`config.mk`:
```
export PLATFORM = sky130hd
export DESIGN_NAME = sha256_ctrl_fsm
export DESIGN_NICKNAME = d
export VERILOG_FILES = /design/src/rtl/sha256_ctrl_fsm.sv
export SDC_FILE = /design/constraint.sdc
export NUM_CORES = 1
export LEC_CHECK = 0
export BUFFER_PORTS_ARGS = -buffer_cell sky130_fd_sc_hd__clkbuf_2
export CORE_MARGIN = 4
export CORE_UTILIZATION = 32
export CTS_CLUSTER_DIAMETER = 50
export DETAILED_ROUTE_END_ITERATION = 16
export GPL_TIMING_DRIVEN = 1
export PLACE_DENSITY = 0.59
export REMOVE_ABC_BUFFERS = 1
export SLEW_MARGIN = 20
export SYNTH_ARGS = -nofsm -noshare
export SYNTH_HDL_FRONTEND = slang
export SYNTH_SLANG_ARGS = --single-unit
```
`constraint.sdc`:
```
create_clock -name clk -period 3.2 [get_ports clk]
set_clock_uncertainty 0.15 [all_clocks]
set_input_delay 0.16 -clock clk [delete_from_list [all_inputs] [get_ports clk]]
set_output_delay 0.16 -clock clk [all_outputs]
set_load 0.02 [all_outputs]
```
`src/rtl/sha256_ctrl_fsm.sv`:
```
// ============================================================================
// Module   : sha256_ctrl_fsm
// Purpose  : Registered control state machine for the SHA-256 core. It owns
//            the state register, the round counter and the block counter,
//            and drives one-hot enables into the message-schedule /
//            compression datapath. The digest-valid flag is held in DONE
//            until the host acknowledges it.
// Revision : 1.0 - initial registered-controller release
// ----------------------------------------------------------------------------
// Parameters
//   ROUNDS     compression rounds per block (minimum 2)
//   BLK_W      width of the block count and block index
//   RND_W      derived: $clog2(ROUNDS), width of round_idx
// Ports
//   clk        system clock (only clock)
//   rst        synchronous active-high reset
//   start      begin a message; honoured only in IDLE
//   n_blocks   blocks in the message; latched on accepted start, 0 -> 1
//   data_valid host word strobe; keeps the FSM in LOAD while high
//   out_ack    host has consumed the digest; releases DONE
//   abort      cancel current message (only with SHA_CTRL_ABORT_EN)
//   state      current state encoding (4 bits)
//   busy       high in every state except IDLE
//   *_en       one-hot datapath enables, one per like-named state
//   round_idx  current round 0..ROUNDS-1
//   blk_idx    current block 0..n_blocks-1
//   done       digest valid, held for every DONE cycle
// Build option
//   SHA_CTRL_ABORT_EN  when defined, adds the abort port and its behaviour
// ============================================================================
`timescale 1ns/1ps
`default_nettype none

module sha256_ctrl_fsm #(
    parameter  int ROUNDS = 64,
    parameter  int BLK_W  = 8,
    localparam int RND_W  = $clog2(ROUNDS)
) (
    input  logic             clk,
    input  logic             rst,
    input  logic             start,
    input  logic [BLK_W-1:0] n_blocks,
    input  logic             data_valid,
    input  logic             out_ack,
`ifdef SHA_CTRL_ABORT_EN
    input  logic             abort,
`endif
    output logic [3:0]       state,
    output logic             busy,
    output logic             load_en,
    output logic             pad_en,
    output logic             len_en,
    output logic             prep_en,
    output logic             init_en,
    output logic             round_en,
    output logic             update_en,
    output logic [RND_W-1:0] round_idx,
    output logic [BLK_W-1:0] blk_idx,
    output logic             done
);

    // ------------------------------------------------------------------------
    // State encodings
    // ------------------------------------------------------------------------
    localparam logic [3:0] c_IDLE   = 4'd0;
    localparam logic [3:0] c_LOAD   = 4'd1;
    localparam logic [3:0] c_PAD    = 4'd2;
    localparam logic [3:0] c_LEN    = 4'd3;
    localparam logic [3:0] c_PREP   = 4'd4;
    localparam logic [3:0] c_INIT   = 4'd5;
    localparam logic [3:0] c_ROUND  = 4'd6;
    localparam logic [3:0] c_UPDATE = 4'd7;
    localparam logic [3:0] c_DONE   = 4'd8;

    localparam logic [RND_W-1:0] c_RND_LAST = RND_W'(ROUNDS - 1);
    localparam logic [BLK_W-1:0] c_BLK_ONE  = BLK_W'(1);

    // ------------------------------------------------------------------------
    // Registers
    // ------------------------------------------------------------------------
    logic [3:0]       state_q, state_d;
    logic [RND_W-1:0] rnd_q,   rnd_d;
    logic [BLK_W-1:0] blk_q,   blk_d;
    logic [BLK_W-1:0] nblk_q,  nblk_d;   // latched block count, never 0

    logic w_abort;

`ifdef SHA_CTRL_ABORT_EN
    assign w_abort = abort;
`else
    assign w_abort = 1'b0;
`endif

    // ------------------------------------------------------------------------
    // Next-state and counter logic
    // ------------------------------------------------------------------------
    always_comb begin
        state_d = state_q;
        rnd_d   = rnd_q;
        blk_d   = blk_q;
        nblk_d  = nblk_q;

        case (state_q)
            c_IDLE: begin
                if (start) begin
                    state_d = c_LOAD;
                    // A zero block count still carries one (padding) block.
                    nblk_d  = (n_blocks == '0) ? c_BLK_ONE : n_blocks;
                    blk_d   = '0;
                    rnd_d   = '0;
                end
            end
            c_LOAD: begin
                if (!data_valid) begin
                    state_d = c_PAD;
                end
            end
            c_PAD:  state_d = c_LEN;
            c_LEN:  state_d = c_PREP;
            c_PREP: state_d = c_INIT;
            c_INIT: begin
                rnd_d   = '0;
                state_d = c_ROUND;
            end
            c_ROUND: begin
                // Hold at the last round so round_idx never wraps.
                if (rnd_q == c_RND_LAST) begin
                    state_d = c_UPDATE;
                end else begin
                    rnd_d = rnd_q + 1'b1;
                end
            end
            c_UPDATE: begin
                if (blk_q == (nblk_q - c_BLK_ONE)) begin
                    state_d = c_DONE;
                end else begin
                    blk_d   = blk_q + 1'b1;
                    rnd_d   = '0;
                    state_d = c_INIT;
                end
            end
            c_DONE: begin
                if (out_ack) begin
                    state_d = c_IDLE;
                end
            end
            default: begin
                // Illegal encodings recover to a clean IDLE.
                state_d = c_IDLE;
                rnd_d   = '0;
                blk_d   = '0;
            end
        endcase

        // Abort beats every transition; IDLE is unaffected so a coincident
        // start is still accepted there.
        if (w_abort && (state_q != c_IDLE)) begin
            state_d = c_IDLE;
            rnd_d   = '0;
            blk_d   = '0;
        end
    end

    always_ff @(posedge clk) begin
        if (rst) begin
            state_q <= c_IDLE;
            rnd_q   <= '0;
            blk_q   <= '0;
            nblk_q  <= c_BLK_ONE;
        end else begin
            state_q <= state_d;
            rnd_q   <= rnd_d;
            blk_q   <= blk_d;
            nblk_q  <= nblk_d;
        end
    end

    // ------------------------------------------------------------------------
    // Moore output decode
    // ------------------------------------------------------------------------
    assign state     = state_q;
    assign busy      = (state_q != c_IDLE);
    assign load_en   = (state_q == c_LOAD);
    assign pad_en    = (state_q == c_PAD);
    assign len_en    = (state_q == c_LEN);
    assign prep_en   = (state_q == c_PREP);
    assign init_en   = (state_q == c_INIT);
    assign round_en  = (state_q == c_ROUND);
    assign update_en = (state_q == c_UPDATE);
    assign done      = (state_q == c_DONE);
    assign round_idx = rnd_q;
    assign blk_idx   = blk_q;

endmodule

`default_nettype wire

```
==> summary.md <==
| Metric | Value |
|---|---|
| Worst hold endpoint | `state[3]$_SDFFE_PP0P_` |
| Clk_lat worst skew | `0.27 ns` |
| First-pass GRT wire length | `7.08 mm` |
| Power share of the combinational group | `23.4%` |
| Share of power burned in the clock network | `28.7%` |
| Overall power consumption | `748 µW` |
| Post-detail-place hpwl | `3.08 mm` |
| Reg-to-reg endpoint | `blk_idx[4]$_SDFFE_PP0P_` |
| Placer congestion estimate | `0.857` |
| Core area | `4820 µm²` |
| Worst R2R Path Depth | `7` |
| Shortest period the worst path allows | `2.56 ns` |
| Floorplan die area | `6280 µm²` |
| Final wirelength | `roughly 4.1 mm` |
| Number of placement rows | `25` |
| Share of synthesized registers carrying an async set or reset | `0%` |
| Register area | `about 520 µm²` |
| Number of I/O port buffers | `39` |
| Period Utilization, post-route | `between 80% and 90%` |
| Power per standard cell area | `375 nW/µm²` |
| Area growth syn-to-layout | `22.7%` |
| Worst hold slack | `approximately 0.014 ns` |
| Seq cells post-synth | `26` |
| Register clock-pin slew on the reported worst setup and hold paths | `roughly 0.090 ns` |
| First-iteration detailed-routing DRC count | `44` |
| Worst IR drop on VDD | `0.173 mV` |
| Cells taking the most area after synthesis | `sky130_fd_sc_hd__dfxtp_1 32%, sky130_fd_sc_hd__xnor2_1 6.5%, sky130_fd_sc_hd__nor2_1 5.5%, sky130_fd_sc_hd__mux2i_1 4.9%, sky130_fd_sc_hd__a21oi_1 4.0%` |
| Area share of the largest cell type after synthesis | `32.0%` |
| Setup slack on the worst flop-to-flop path | `approximately 0.64 ns` |
| Gr usage total | `13.9%` |
| Maximum number of pins on one net before global-route repair | `23` |
| Iteration count of the initial detailed-routing pass | `6` |
| HP Class | `primary input to flip-flop` |
| Max_cap viols | `0` |
| Fraction of layout instances using a drive strength above 1 | `20.2%` |
| Netlist Area Pre-Place | `1620 µm²` |
| Pins over their slew limit | `0` |
| Critical path required time | `3.22 ns` |
| Unrepaired setup endpoints after global routing | `false` |
| Count of placed standard cells in the final layout, fillers left out | `~310` |
| Synth cell count leaders | `26 x sky130_fd_sc_hd__dfxtp_1, 24 x sky130_fd_sc_hd__nor2_1, 13 x sky130_fd_sc_hd__a21oi_1, 13 x sky130_fd_sc_hd__nand3_1, 13 x sky130_fd_sc_hd__nor3_1` |
| Average via count per standard cell | `5.17` |
| Clock tree from TritonCTS | `done` |
| Routed len/inst | `~13 µm` |
| Category of the worst setup path capture point | `flip-flop` |
| Sequential cell fraction of total power | `47.9%` |
| Synthesized area per cell | `7.88 µm²` |
| Number of setup buffers added after CTS | `0` |
| Clock buffer count from CTS | `3` |
| NetSw | `227 µW` |
| Post-route ant nets | `0` |
| HP Start | `out_ack` |
| Top achievable clock speed | `slightly below 0.4 GHz` |
| CTS sink cnt | `26` |
| Number of primary I/O pins | `40` |
| Highest net fanout along the worst path | `18` |
| Starting Density | `33.7%` |
| H-tree lvl count | `1` |
| Final setup fails | `0` |
| Number of antenna violations at the first check in global routing | `0` |
| Number of stages on the worst hold path | `4` |
| Crit path arrival time | `between 2 and 3 ns` |
| Count of unique library cells instantiated by Yosys | `45` |
| Share of the yosys chip area belonging to registers | `between 30% and 40%` |
| Area occupied by multi-input gates | `1030 µm²` |
| Vias in the first global route | `1513` |
| Number of vias after detailed routing | `1622` |
| Tightest slew margin relative to the limit | `64.9%` |
| Antenna cells | `0` |
| Clock tree buffer depth | `2` |
| Pin slew with the least headroom to its limit | `0.526 ns` |
| Fin. Hold Viols | `0` |
| Internal power | `roughly 520 µW` |
| Primary flip-flop cell chosen by synthesis mapping | `sky130_fd_sc_hd__dfxtp_1` |
| Aggregate global routing overflow | `0` |
| DRC violation count after routing | `0` |
| Root buffer cell | `sky130_fd_sc_hd__clkbuf_8` |
| Sw Ratio | `30.4%` |
| Final-layout fill cell count | `520` |
| Summed negative setup slack over all endpoints | `0 ns` |
| Crit Reg-Reg Startpoint | `state[3]$_SDFFE_PP0P_` |
| Leakage component of the power | `0.851 nW` |
| Status | `finished clean` |
| Classification of the worst setup path | `flip-flop to flip-flop` |
| Library cell occupying the most area in the post-synthesis netlist | `sky130_fd_sc_hd__dfxtp_1` |
| Post-placement cell count | `~300` |
| Number of enable flip-flop cells after synthesis | `0` |
| Width of the die | `79.2 µm` |
| Yosys warns | `0` |
| Die Y-Extent | `79.2 µm` |
| Startpoint types | `flip-flop` |
| Final net count | `264` |
| Most common cell in the netlist | `sky130_fd_sc_hd__dfxtp_1` |
| Post-Synthesis Cells | `about 210` |
==> metrics by stage <==
step                      setup slack (ns)  area [µm²]  utilization (%)
after CTS                            0.664        1990             41.4
after global routing                 0.363        1990             41.4
after detailed placement             0.680        1870             38.8
after floorplan                      0.736        1570                -
final                                0.637        1990             41.4
after global placement               0.753        1870             38.8
==> power groups by stage <==
| stage | clock network [mW] | registers, mW | logic, mW |
|---|---|---|---|
| detailed placement | 0 | 0.365 | 0.169 |
| global placement | 0 | 0.365 | 0.168 |
| CTS | 0.225 | 0.358 | 0.176 |
| finish | 0.215 | 0.358 | 0.175 |
| global route | 0.236 | 0.362 | 0.196 |
| floorplan | 0 | 0.363 | 0.117 |
==> timing repair <==
action                                 in CTS  in global routing
hold buffers                                7                  0
endpoints found under the hold margin       7                  0
resized for setup                           0                  0
==> logic make-up after synthesis <==
| kind of cell | count (synthesis) | share of synthesized area, % |
|---|---|---|
| simple gates | 92 | 29.6 |
| mux | 9 | 5.62 |
| compound gates | 45 | 18.3 |
| buf+inv | 17 | 4.55 |
| fa+ha+maj | 3 | 2.31 |
| xor+xnor | 14 | 7.55 |
| flops | 26 | 32.0 |
==> registers in the layout, summed over array words and instances (netlist names) <==
register / flops
blk_idx: 8
round_idx: 6
nblk_q: 8
state: 4
==> worst max-delay path by stage <==
stage	cells after the start	slack (ns)	to	start
6_report	7	0.64	blk_idx[4]$_SDFFE_PP0P_	state[3]$_SDFFE_PP0P_
5_1_grt	7	0.36	blk_idx[2]$_SDFFE_PP0P_	state[3]$_SDFFE_PP0P_
4_1_cts	7	0.66	blk_idx[4]$_SDFFE_PP0P_	state[3]$_SDFFE_PP0P_
3_5_place_dp	7	0.68	blk_idx[4]$_SDFFE_PP0P_	state[3]$_SDFFE_PP0P_
3_3_place_gp	7	0.75	blk_idx[2]$_SDFFE_PP0P_	state[3]$_SDFFE_PP0P_
2_1_floorplan	7	0.74	round_idx[5]$_SDFFE_PP0P_	state[3]$_SDFFE_PP0P_
==> cell usage in the layout, fill, tap and decap left out, types with 3 or more instances in the layout <==
master                           n
sky130_fd_sc_hd__a21o_1          4
sky130_fd_sc_hd__a21oi_1        13
sky130_fd_sc_hd__a32o_1          3
sky130_fd_sc_hd__and3_1          3
sky130_fd_sc_hd__clkbuf_2       39
sky130_fd_sc_hd__clkbuf_8        4
sky130_fd_sc_hd__dfxtp_1        26
sky130_fd_sc_hd__dlygate4sd3_1   7
sky130_fd_sc_hd__ha_1            3
sky130_fd_sc_hd__inv_1           6
sky130_fd_sc_hd__mux2i_1         8
sky130_fd_sc_hd__nand2_1        11
sky130_fd_sc_hd__nand2b_1        4
sky130_fd_sc_hd__nand3_1        13
sky130_fd_sc_hd__nor2_1         24
sky130_fd_sc_hd__nor3_1         13
sky130_fd_sc_hd__nor3b_1         3
sky130_fd_sc_hd__nor4_1          4
sky130_fd_sc_hd__o21ai_0         8
sky130_fd_sc_hd__o21ai_1         5
sky130_fd_sc_hd__o31ai_1         3
sky130_fd_sc_hd__or3_1           3
sky130_fd_sc_hd__xnor2_1        12
==> area by class of cell <==
cell class              count  share of cell area [%]
multi-input cells         163                    51.7
flip-flops and latches     26                    26.1
repair buffers             48                    14.1
well taps                  67                    4.21
clock buffers               4                    2.76
inverters                   6                    1.13
==> critical path, cell delays in order (launching register included) <==
cell	delay (ns)
sky130_fd_sc_hd__dfxtp_1	0.65
sky130_fd_sc_hd__nand2b_1	0.23
sky130_fd_sc_hd__or2_1	0.24
sky130_fd_sc_hd__inv_1	0.15
sky130_fd_sc_hd__and4_1	0.21
sky130_fd_sc_hd__a21oi_1	0.40
sky130_fd_sc_hd__o21ai_0	0.16
sky130_fd_sc_hd__a32o_1	0.28
==> metal layers <==
layer | global-route usage [%] | up-vias | share of wire (%)
li1 | - | 834 | -
met1 | 18.8 | 752 | 49
met2 | 21.8 | 32 | 45
met3 | 2.72 | 4 | 4.3
met4 | 4.98 | 0 | 1.7
met5 | 0 | - | 0
Power figures use the tool's default switching activity.
